==> src/rtl/if_fetch_unit_pkg.sv <==
// Shared pipeline definitions for the instruction-fetch front end.
//   PC_W     : word-address width (fixed, matches pc_plus_4)
//   INS_W    : instruction word width
//   NOP_INS  : value presented on if_ins when nothing has been fetched yet
//   fetch_state_e : RUN (normal fetch) / DROP (one stale response to discard)
//   pc_inc   : 30-bit wrapping word-address increment
package if_fetch_unit_pkg;

    localparam int PC_W  = 30;
    localparam int INS_W = 32;

    localparam logic [INS_W-1:0] NOP_INS = 32'h0000_0000;

    typedef enum logic [0:0] {
        ST_RUN  = 1'b0,
        ST_DROP = 1'b1
    } fetch_state_e;

    // Next sequential word address; wraps 3FFFFFFF -> 0.
    function automatic logic [PC_W-1:0] pc_inc(input logic [PC_W-1:0] pc);
        return pc + 30'd1;
    endfunction

endpackage

==> src/rtl/if_fetch_unit_skid_buf.sv <==
// One-entry {ins, pc_plus_4} holding buffer used while IF/ID is stalled.
//   clk, rst      : clock, asynchronous active-high reset
//   load          : capture load_ins/load_pc, entry becomes valid
//   drain         : entry consumed, becomes empty
//   clear         : discard entry (redirect); highest priority
//   valid, ins, pc_plus_4 : buffered entry
module if_skid_buf
    import if_fetch_unit_pkg::*;
(
    input  logic             clk,
    input  logic             rst,
    input  logic             load,
    input  logic             drain,
    input  logic             clear,
    input  logic [INS_W-1:0] load_ins,
    input  logic [PC_W-1:0]  load_pc,
    output logic             valid,
    output logic [INS_W-1:0] ins,
    output logic [PC_W-1:0]  pc_plus_4
);

    logic             valid_r;
    logic [INS_W-1:0] ins_r;
    logic [PC_W-1:0]  pc_r;

    // Entry valid flag: clear wins over load, load wins over drain.
    always_ff @(posedge clk or posedge rst) begin
        if (rst) begin
            valid_r <= 1'b0;
        end else if (clear) begin
            valid_r <= 1'b0;
        end else if (load) begin
            valid_r <= 1'b1;
        end else if (drain) begin
            valid_r <= 1'b0;
        end else begin
            valid_r <= valid_r;
        end
    end

    // Entry payload: only written on load.
    always_ff @(posedge clk or posedge rst) begin
        if (rst) begin
            ins_r <= NOP_INS;
            pc_r  <= 30'h0;
        end else if (load && !clear) begin
            ins_r <= load_ins;
            pc_r  <= load_pc;
        end else begin
            ins_r <= ins_r;
            pc_r  <= pc_r;
        end
    end

    assign valid     = valid_r;
    assign ins       = ins_r;
    assign pc_plus_4 = pc_r;

endmodule

==> src/rtl/if_fetch_unit.sv <==
// Instruction-fetch front end feeding the IF/ID pipeline register.
// Owns the fetch PC, issues word-address requests over a req/ack handshake,
// buffers one response while IF/ID is stalled, and handles redirects,
// discarding a request that is still in flight when the redirect arrives.
//   clk, rst                   : clock, asynchronous active-high reset
//   stall                      : IF/ID hold (BranchBubble)
//   redirect, redirect_target  : taken branch/jump and its word address
//   imem_req, imem_addr        : request to instruction memory
//   imem_ack, imem_rdata       : response (may arrive in the request cycle)
//   if_ins, pc_plus_4          : fetched instruction and its address + 1
//   if_valid, if_flush         : live-instruction flag and its inverse
module if_fetch_unit
    import if_fetch_unit_pkg::*;
#(
    parameter logic [29:0] RESET_PC = 30'h0
) (
    input  logic             clk,
    input  logic             rst,
    input  logic             stall,
    input  logic             redirect,
    input  logic [PC_W-1:0]  redirect_target,
    output logic             imem_req,
    output logic [PC_W-1:0]  imem_addr,
    input  logic             imem_ack,
    input  logic [INS_W-1:0] imem_rdata,
    output logic [INS_W-1:0] if_ins,
    output logic [PC_W-1:0]  pc_plus_4,
    output logic             if_valid,
    output logic             if_flush
);

    fetch_state_e     state_r, state_s;
    logic [PC_W-1:0]  fetch_pc_r, fetch_pc_s;
    logic [PC_W-1:0]  drop_addr_r, drop_addr_s;
    logic [INS_W-1:0] ins_r, ins_s;
    logic [PC_W-1:0]  pc4_r, pc4_s;
    logic             valid_r, valid_s;
    logic             flush_r;

    logic             req_s;
    logic             slot_free_s;
    logic             take_s;
    logic [PC_W-1:0]  fetch_pc_inc_s;
    logic             skid_load_s, skid_drain_s, skid_clear_s;
    logic             skid_valid_s;
    logic [INS_W-1:0] skid_ins_s;
    logic [PC_W-1:0]  skid_pc_s;

    if_skid_buf u_skid (
        .clk       (clk),
        .rst       (rst),
        .load      (skid_load_s),
        .drain     (skid_drain_s),
        .clear     (skid_clear_s),
        .load_ins  (imem_rdata),
        .load_pc   (fetch_pc_inc_s),
        .valid     (skid_valid_s),
        .ins       (skid_ins_s),
        .pc_plus_4 (skid_pc_s)
    );

    // Request is held back while the skid is occupied so a response can
    // never collide with a skid drain; a DROP request must stay up until acked.
    assign req_s          = (state_r == ST_DROP) || !skid_valid_s;
    assign imem_req       = req_s && !rst;
    assign imem_addr      = (state_r == ST_DROP) ? drop_addr_r : fetch_pc_r;
    assign slot_free_s    = !valid_r || !stall;
    assign take_s         = (state_r == ST_RUN) && imem_ack && !redirect;
    assign fetch_pc_inc_s = pc_inc(fetch_pc_r);

    // Next-state, fetch PC and output-slot decisions.
    always_comb begin
        state_s      = state_r;
        fetch_pc_s   = fetch_pc_r;
        drop_addr_s  = drop_addr_r;
        ins_s        = ins_r;
        pc4_s        = pc4_r;
        valid_s      = valid_r;
        skid_load_s  = 1'b0;
        skid_drain_s = 1'b0;
        skid_clear_s = 1'b0;

        if (redirect) begin
            valid_s      = 1'b0;
            skid_clear_s = 1'b1;
            fetch_pc_s   = redirect_target;
            if (state_r == ST_DROP) begin
                // Already discarding: only the response ends the drop.
                if (imem_ack) begin
                    state_s = ST_RUN;
                end else begin
                    state_s = ST_DROP;
                end
            end else if (req_s && !imem_ack) begin
                // Request in flight for the old path: remember it and discard.
                drop_addr_s = fetch_pc_r;
                state_s     = ST_DROP;
            end else begin
                state_s = ST_RUN;
            end
        end else if (take_s) begin
            fetch_pc_s = fetch_pc_inc_s;
            if (slot_free_s) begin
                ins_s   = imem_rdata;
                pc4_s   = fetch_pc_inc_s;
                valid_s = 1'b1;
            end else begin
                skid_load_s = 1'b1;
            end
        end else begin
            if ((state_r == ST_DROP) && imem_ack) begin
                state_s = ST_RUN;
            end else begin
                state_s = state_r;
            end
            if (slot_free_s) begin
                if (skid_valid_s) begin
                    ins_s        = skid_ins_s;
                    pc4_s        = skid_pc_s;
                    valid_s      = 1'b1;
                    skid_drain_s = 1'b1;
                end else begin
                    valid_s = 1'b0;
                end
            end else begin
                valid_s = valid_r;
            end
        end
    end

    // Fetch control state.
    always_ff @(posedge clk or posedge rst) begin
        if (rst) begin
            state_r     <= ST_RUN;
            fetch_pc_r  <= RESET_PC;
            drop_addr_r <= 30'h0;
        end else begin
            state_r     <= state_s;
            fetch_pc_r  <= fetch_pc_s;
            drop_addr_r <= drop_addr_s;
        end
    end

    // IF/ID-facing output registers; flush is registered alongside valid.
    always_ff @(posedge clk or posedge rst) begin
        if (rst) begin
            ins_r   <= NOP_INS;
            pc4_r   <= 30'h0;
            valid_r <= 1'b0;
            flush_r <= 1'b1;
        end else begin
            ins_r   <= ins_s;
            pc4_r   <= pc4_s;
            valid_r <= valid_s;
            flush_r <= !valid_s;
        end
    end

    assign if_ins    = ins_r;
    assign pc_plus_4 = pc4_r;
    assign if_valid  = valid_r;
    assign if_flush  = flush_r;

endmodule
==> config.mk <==
export PLATFORM = sky130hd
export DESIGN_NAME = if_fetch_unit
export DESIGN_NICKNAME = d
export VERILOG_FILES = /design/src/rtl/if_fetch_unit_pkg.sv /design/src/rtl/if_fetch_unit_skid_buf.sv /design/src/rtl/if_fetch_unit.sv
export SDC_FILE = /design/constraint.sdc
export NUM_CORES = 1
export LEC_CHECK = 0
export CAP_MARGIN = 20
export CORE_MARGIN = 5
export CORE_UTILIZATION = 50
export DETAILED_ROUTE_END_ITERATION = 10
export DONT_BUFFER_PORTS = 1
export SLEW_MARGIN = 0
export SYNTH_ARGS = -nofsm -noshare
export SYNTH_HDL_FRONTEND = slang
export SYNTH_SLANG_ARGS = --single-unit
==> constraint.sdc <==
create_clock -name clk -period 7.61 [get_ports clk]
set_input_delay 1.1415 -clock clk [delete_from_list [all_inputs] [get_ports clk]]
set_output_delay 1.1415 -clock clk [all_outputs]
set_load 0.02 [all_outputs]
**Yosys cells after proc, flatten, opt, wreduce, memory -nomap -nowiden**

Index checks and enable logic that the tools add are counted.

- Bits of input ports: 67
- Output and inout bits: 95
- Register bits after elaboration: 188

- Equality and inequality tests: 1
- Bitwise gates (word level): 2
- Reduce and logical (&&, ||, !) cells: 23
- Add/sub/neg operators: 1
- Muxes and demuxes: 32

Operators with widths:

| cell | count |
|---|---|
| $mux 30 | 7 |
| $mux 32 | 4 |
| $add 30x1->30 const B | 1 |
| $mux 1 | 21 |
| $logic_not 1->1 | 8 |
| $logic_and 1x1->1 | 6 |
| $reduce_and 3->1 | 2 |
| $reduce_bool 2->1 | 3 |
| $reduce_bool 3->1 | 1 |
| $logic_or 1x1->1 | 2 |
| $ne 2x2->1 const B | 1 |
| $not 1->1 | 2 |
| $reduce_and 2->1 | 1 |

**Logic depth before layout (Yosys ltp)**

- Depth in word-level cells: 8
- Depth in mapped cells: 8
- Depth with buffers taken out: 6

**Cells and area by module**

From an unflattened synthesis, not the netlist that was laid out.

- Cell total of the unflattened synthesis: 876
- Area total of the unflattened synthesis: 9476.6 µm²

Modules (own cells, without submodules):

| module | instances | cells an instance | seq. area each (µm²) | area each (µm²) |
|---|---|---|---|---|
| if_fetch_unit | 1 | 739 | 3129.3 | 6804.0 |
| if_skid_buf | 1 | 137 | 1576.5 | 2672.6 |

**Worst setup path after synthesis**

No wires, ideal clock.

- Kind: input port to output port
- From: input rst
- To: output imem_req
- Cell stages on the path: 1
- Buffers on the path: 0
- Setup slack: 4987 ps
- Data arrival time: 1481 ps
- Path through: a21oi_1

- Word-level cells in the longest chain between the ends: 2

Ends and longest elaborated chain:

| item | RTL line | text |
|---|---|---|
| start: declaration | if_fetch_unit.sv:18 | `input logic rst,` |
| $logic_not 1->1 (no line) | n/a |  |
| $logic_and 1x1->1 | if_fetch_unit.sv:65 | `assign imem_req = req_s && !rst;` |
| end: declaration | if_fetch_unit.sv:22 | `output logic imem_req,` |

Every way passes these cells.

**Worst setup path in the final report**

- From: input redirect
- To: register u_skid.ins_r[11], in the netlist u_skid.ins[11]

- Word-level cells in the longest chain between the ends: 5
- Elaborated cells on any way between the ends: 7
- Those cells by class: mux (3); reduce/logical (4)

Ends and longest elaborated chain:

| item | RTL line | text |
|---|---|---|
| start: declaration | if_fetch_unit.sv:20 | `input logic redirect,` |
| $logic_not 1->1 | if_fetch_unit.sv:68 | `assign take_s = (state_r == ST_RUN) && imem_ack && !redirect;` |
| $logic_and 1x1->1 | if_fetch_unit.sv:68 |  |
| $mux 1 | if_fetch_unit.sv:101 | `end else if (take_s) begin` |
| $mux 1 | if_fetch_unit.sv:83 | `if (redirect) begin` |
| $logic_and 1x1->1 * | if_fetch_unit_skid_buf.sv:46 | `end else if (load && !clear) begin` |
| end signal: assignment | if_fetch_unit_skid_buf.sv:47 | `ins_r <= load_ins;` |
| end signal: assignment | if_fetch_unit_skid_buf.sv:50 | `ins_r <= ins_r;` |
| end: declaration | if_fetch_unit_skid_buf.sv:23 | `logic [INS_W-1:0] ins_r;` |

Every way passes the cells marked *; elsewhere a longest branch is shown, timed or not.
A chain may end at the register's enable or synchronous reset.

==> impl_metrics.json <==
{
  "status": "completed",
  "clock_latency_ns": 0.43,
  "start_util": 0.512,
  "max_slew_margin": 0.345,
  "hold_buffers": 0,
  "grt_overflow": 0,
  "area_delta_synth_final_pct": 7.51,
  "yosysTopAreaCell": "dfrtp_1",
  "final_antenna_net_count": 0,
  "ys_top_cells_by_count": "dfrtp_1, nand2_1, mux2_2",
  "routabilityCongestion": 0.822,
  "async_flop_share": 1.00,
  "yosysMostFrequentCell": "dfrtp_1",
  "dp_hpwl_um": 14000,
  "drv_slew": 0,
  "synth-edff-count": 0,
  "synth_mux_area_frac": 0.121,
  "dieArea_um2": 20600,
  "yosys.area_share.simple": 0.161,
  "viasPerCell": 5.75,
  "end_kind": "flop",
  "wire_per_inst_um": 19.1,
  "cts_buffers": 17,
  "ys.flop_type": "dfrtp_1",
  "drive_above_1_share": 0.167,
  "synth_compound_area_frac": 0.0944,
  "syn_inst": 895,
  "criticalPathCategory": "in2reg",
  "finalCritPeriodShare": 0.389,
  "setup_viol": 0,
  "h-tree-depth": 4,
  "synth_xor_area_frac": 0.0560,
  "synth_warnings": 0,
  "synth_nets": 963,
  "synth_adder_area_share": 0.00140,
  "p_leak_nw": 4.05,
  "dpl_cell_area_um2": 8960,
  "worst-path-max-fanout": 91,
  "routed-via-count": 6215,
  "synth.distinct_cells": 42,
  "fin_tns_setup_ns": 0,
  "yosys-top-cells-area": "dfrtp_1, mux2_2, nand2_1, o21ai_0, xnor2_1",
  "ioPinCount": 162,
  "crit_arrival_ns": 3.26,
  "core_um2": 17400,
  "path_cells": "nor3b_4 -> buf_4 -> nand3_4 -> mux2_2",
  "tightest_slew_ns": 0.982,
  "syn-cell-area_um2": 8920,
  "drc": 0,
  "post_cts_resized": 0,
  "ys_seq_elements": 188,
  "first_iter_violations": 442,
  "pre_cts_slack_ns": 4.19,
  "clockRootBuffer": "clkbuf_16",
  "finalNonFillerCells": 1080,
  "worstHoldPathType": "reg2reg",
  "fmax_ghz": 0.338,
  "grt_max_degree": 126,
  "synth_top_family_by_area": "simple AND/OR/NAND/NOR gates",
  "cpMaxStageDelayCell": "nand3_4",
  "num-nets-final": 911,
  "synth-seq-area-share": 0.528,
  "cts_tree": "built",
  "drt_first_pass_iters": 4,
  "ir_drop_mv": 0.163,
  "skew_ns": 0.00918,
  "required_ns": 7.91,
  "power_density_nw_per_um2": 291,
  "antenna_cells": 0,
  "cts_buffer_depth": 2,
  "syn_area_per_cell_um2": 9.96,
  "antenna_found_initial": 0,
  "die_w_um": 144,
  "fin_area_um2": 9590,
  "slowest_delay_ns": 0.82,
  "grt_pass1_vias": 6189,
  "post-cts-setup-buffers": 0,
  "synth_top_cell_area_share": 0.525,
  "fp.dieH_um": 144,
  "rsz0062_at_grt": "false",
  "grt.total_usage": 0.203,
  "start_kind": "input port",
  "period_minus_slack_ns": 2.96,
  "nFillCells": 1556,
  "cts.sinks": 188,
  "placedCellCount": 1048,
  "rows": 48,
  "cts.clk_slew.worst_paths_ns": 0.06,
  "fin_ws_ns": 4.65,
  "drt_wl_total_um": 20600,
  "grt_pass1_wl_um": 33300,
  "cap_violations": 0,
  "portBuffers": 0,
  "finalHoldViolCount": 0
}
[flip-flops by register name, indices dropped and copies added, names as in the netlist]
name and flops:
drop_addr_r 30, if_valid 1, u_skid.ins 32, state_r 1, fetch_pc_r 30, if_flush 1
u_skid.valid 1, u_skid.pc_plus_4 30, if_ins 32, pc_plus_4 30
[cell families (layout without fill, tap and decap cells)]
family	Yosys count	count (layout)
compound gates	152	152
xor+xnor	57	57
fa+ha+maj	1	1
buf+inv	82	42
simple gates	319	319
flops	188	188
mux	96	96
[final timing paths]
path,slack [ns],cells after the start,from,to
min in group asynchronous,0.71,1,rst,drop_addr_r[22]$_DFFE_PP0P_
setup reg to reg,4.97,4,state_r$_DFFE_PP0P_,u_skid.ins[11]$_DFFE_PP0P_
hold / removal,0.48,2,u_skid.pc_plus_4[7]$_DFFE_PP0P_,u_skid.pc_plus_4[7]$_DFFE_PP0P_
setup / recovery,4.65,4,redirect,u_skid.ins[11]$_DFFE_PP0P_
hold reg to reg,0.48,2,u_skid.pc_plus_4[7]$_DFFE_PP0P_,u_skid.pc_plus_4[7]$_DFFE_PP0P_
max in group asynchronous,5.55,2,rst,u_skid.ins[28]$_DFFE_PP0P_
[final cells by class]
class | instances | area [um^2] | share of cell area
Clock buffer | 18 | 439 | 0.0458
Sequential cell | 188 | 4710 | 0.491
Tap cell | 225 | 282 | 0.0294
Multi-Input combinational cell | 625 | 3900 | 0.407
Timing Repair Buffer | 8 | 72.6 | 0.00757
Clock inverter | 13 | 166 | 0.0174
Inverter | 3 | 18.8 | 0.00196
[placed cells by master, fill, tap and decap left out, types with 23 or more instances in the layout]
cell type / instances
nand3_1: 24
nor2_1: 66
mux2_2: 93
o21ai_0: 75
dfrtp_1: 187
a21oi_1: 24
a31oi_1: 34
xnor2_1: 36
nand2_1: 150
and3_1: 23
[stage by stage]
step	utilization	total power, W	hold slack (ns)
2_1_floorplan	-	0.00179	0.442
3_3_place_gp	0.514	0.00187	0.455
3_5_place_dp	0.514	0.00191	0.463
4_1_cts	0.549	0.00281	0.478
5_1_grt	0.550	0.00293	0.496
6_report	0.550	0.00279	0.477
[layer usage]
layer	GRT usage	wire length (um)	up-vias
li1	-	-	2971
met1	0.275	9090	2992
met2	0.320	9610	223
met3	0.0546	1590	29
met4	0.0659	350	0
met5	0	0	-
[worst max-delay path, delay by kind of cell]
family	cells	cell delay, ns
AND/OR/NAND/NOR	2	1.00
buffers and inverters	1	0.50
multiplexers	1	0.59
[power by group]
group	total [W]	internal, W	switching (W)
clock network	0.000910	0.000526	0.000384
logic	0.000406	0.000186	0.000220
registers	0.00147	0.00121	0.000262
total	0.00279	0.00192	0.000866
No activity file was read; power rests on OpenSTA's default activity.
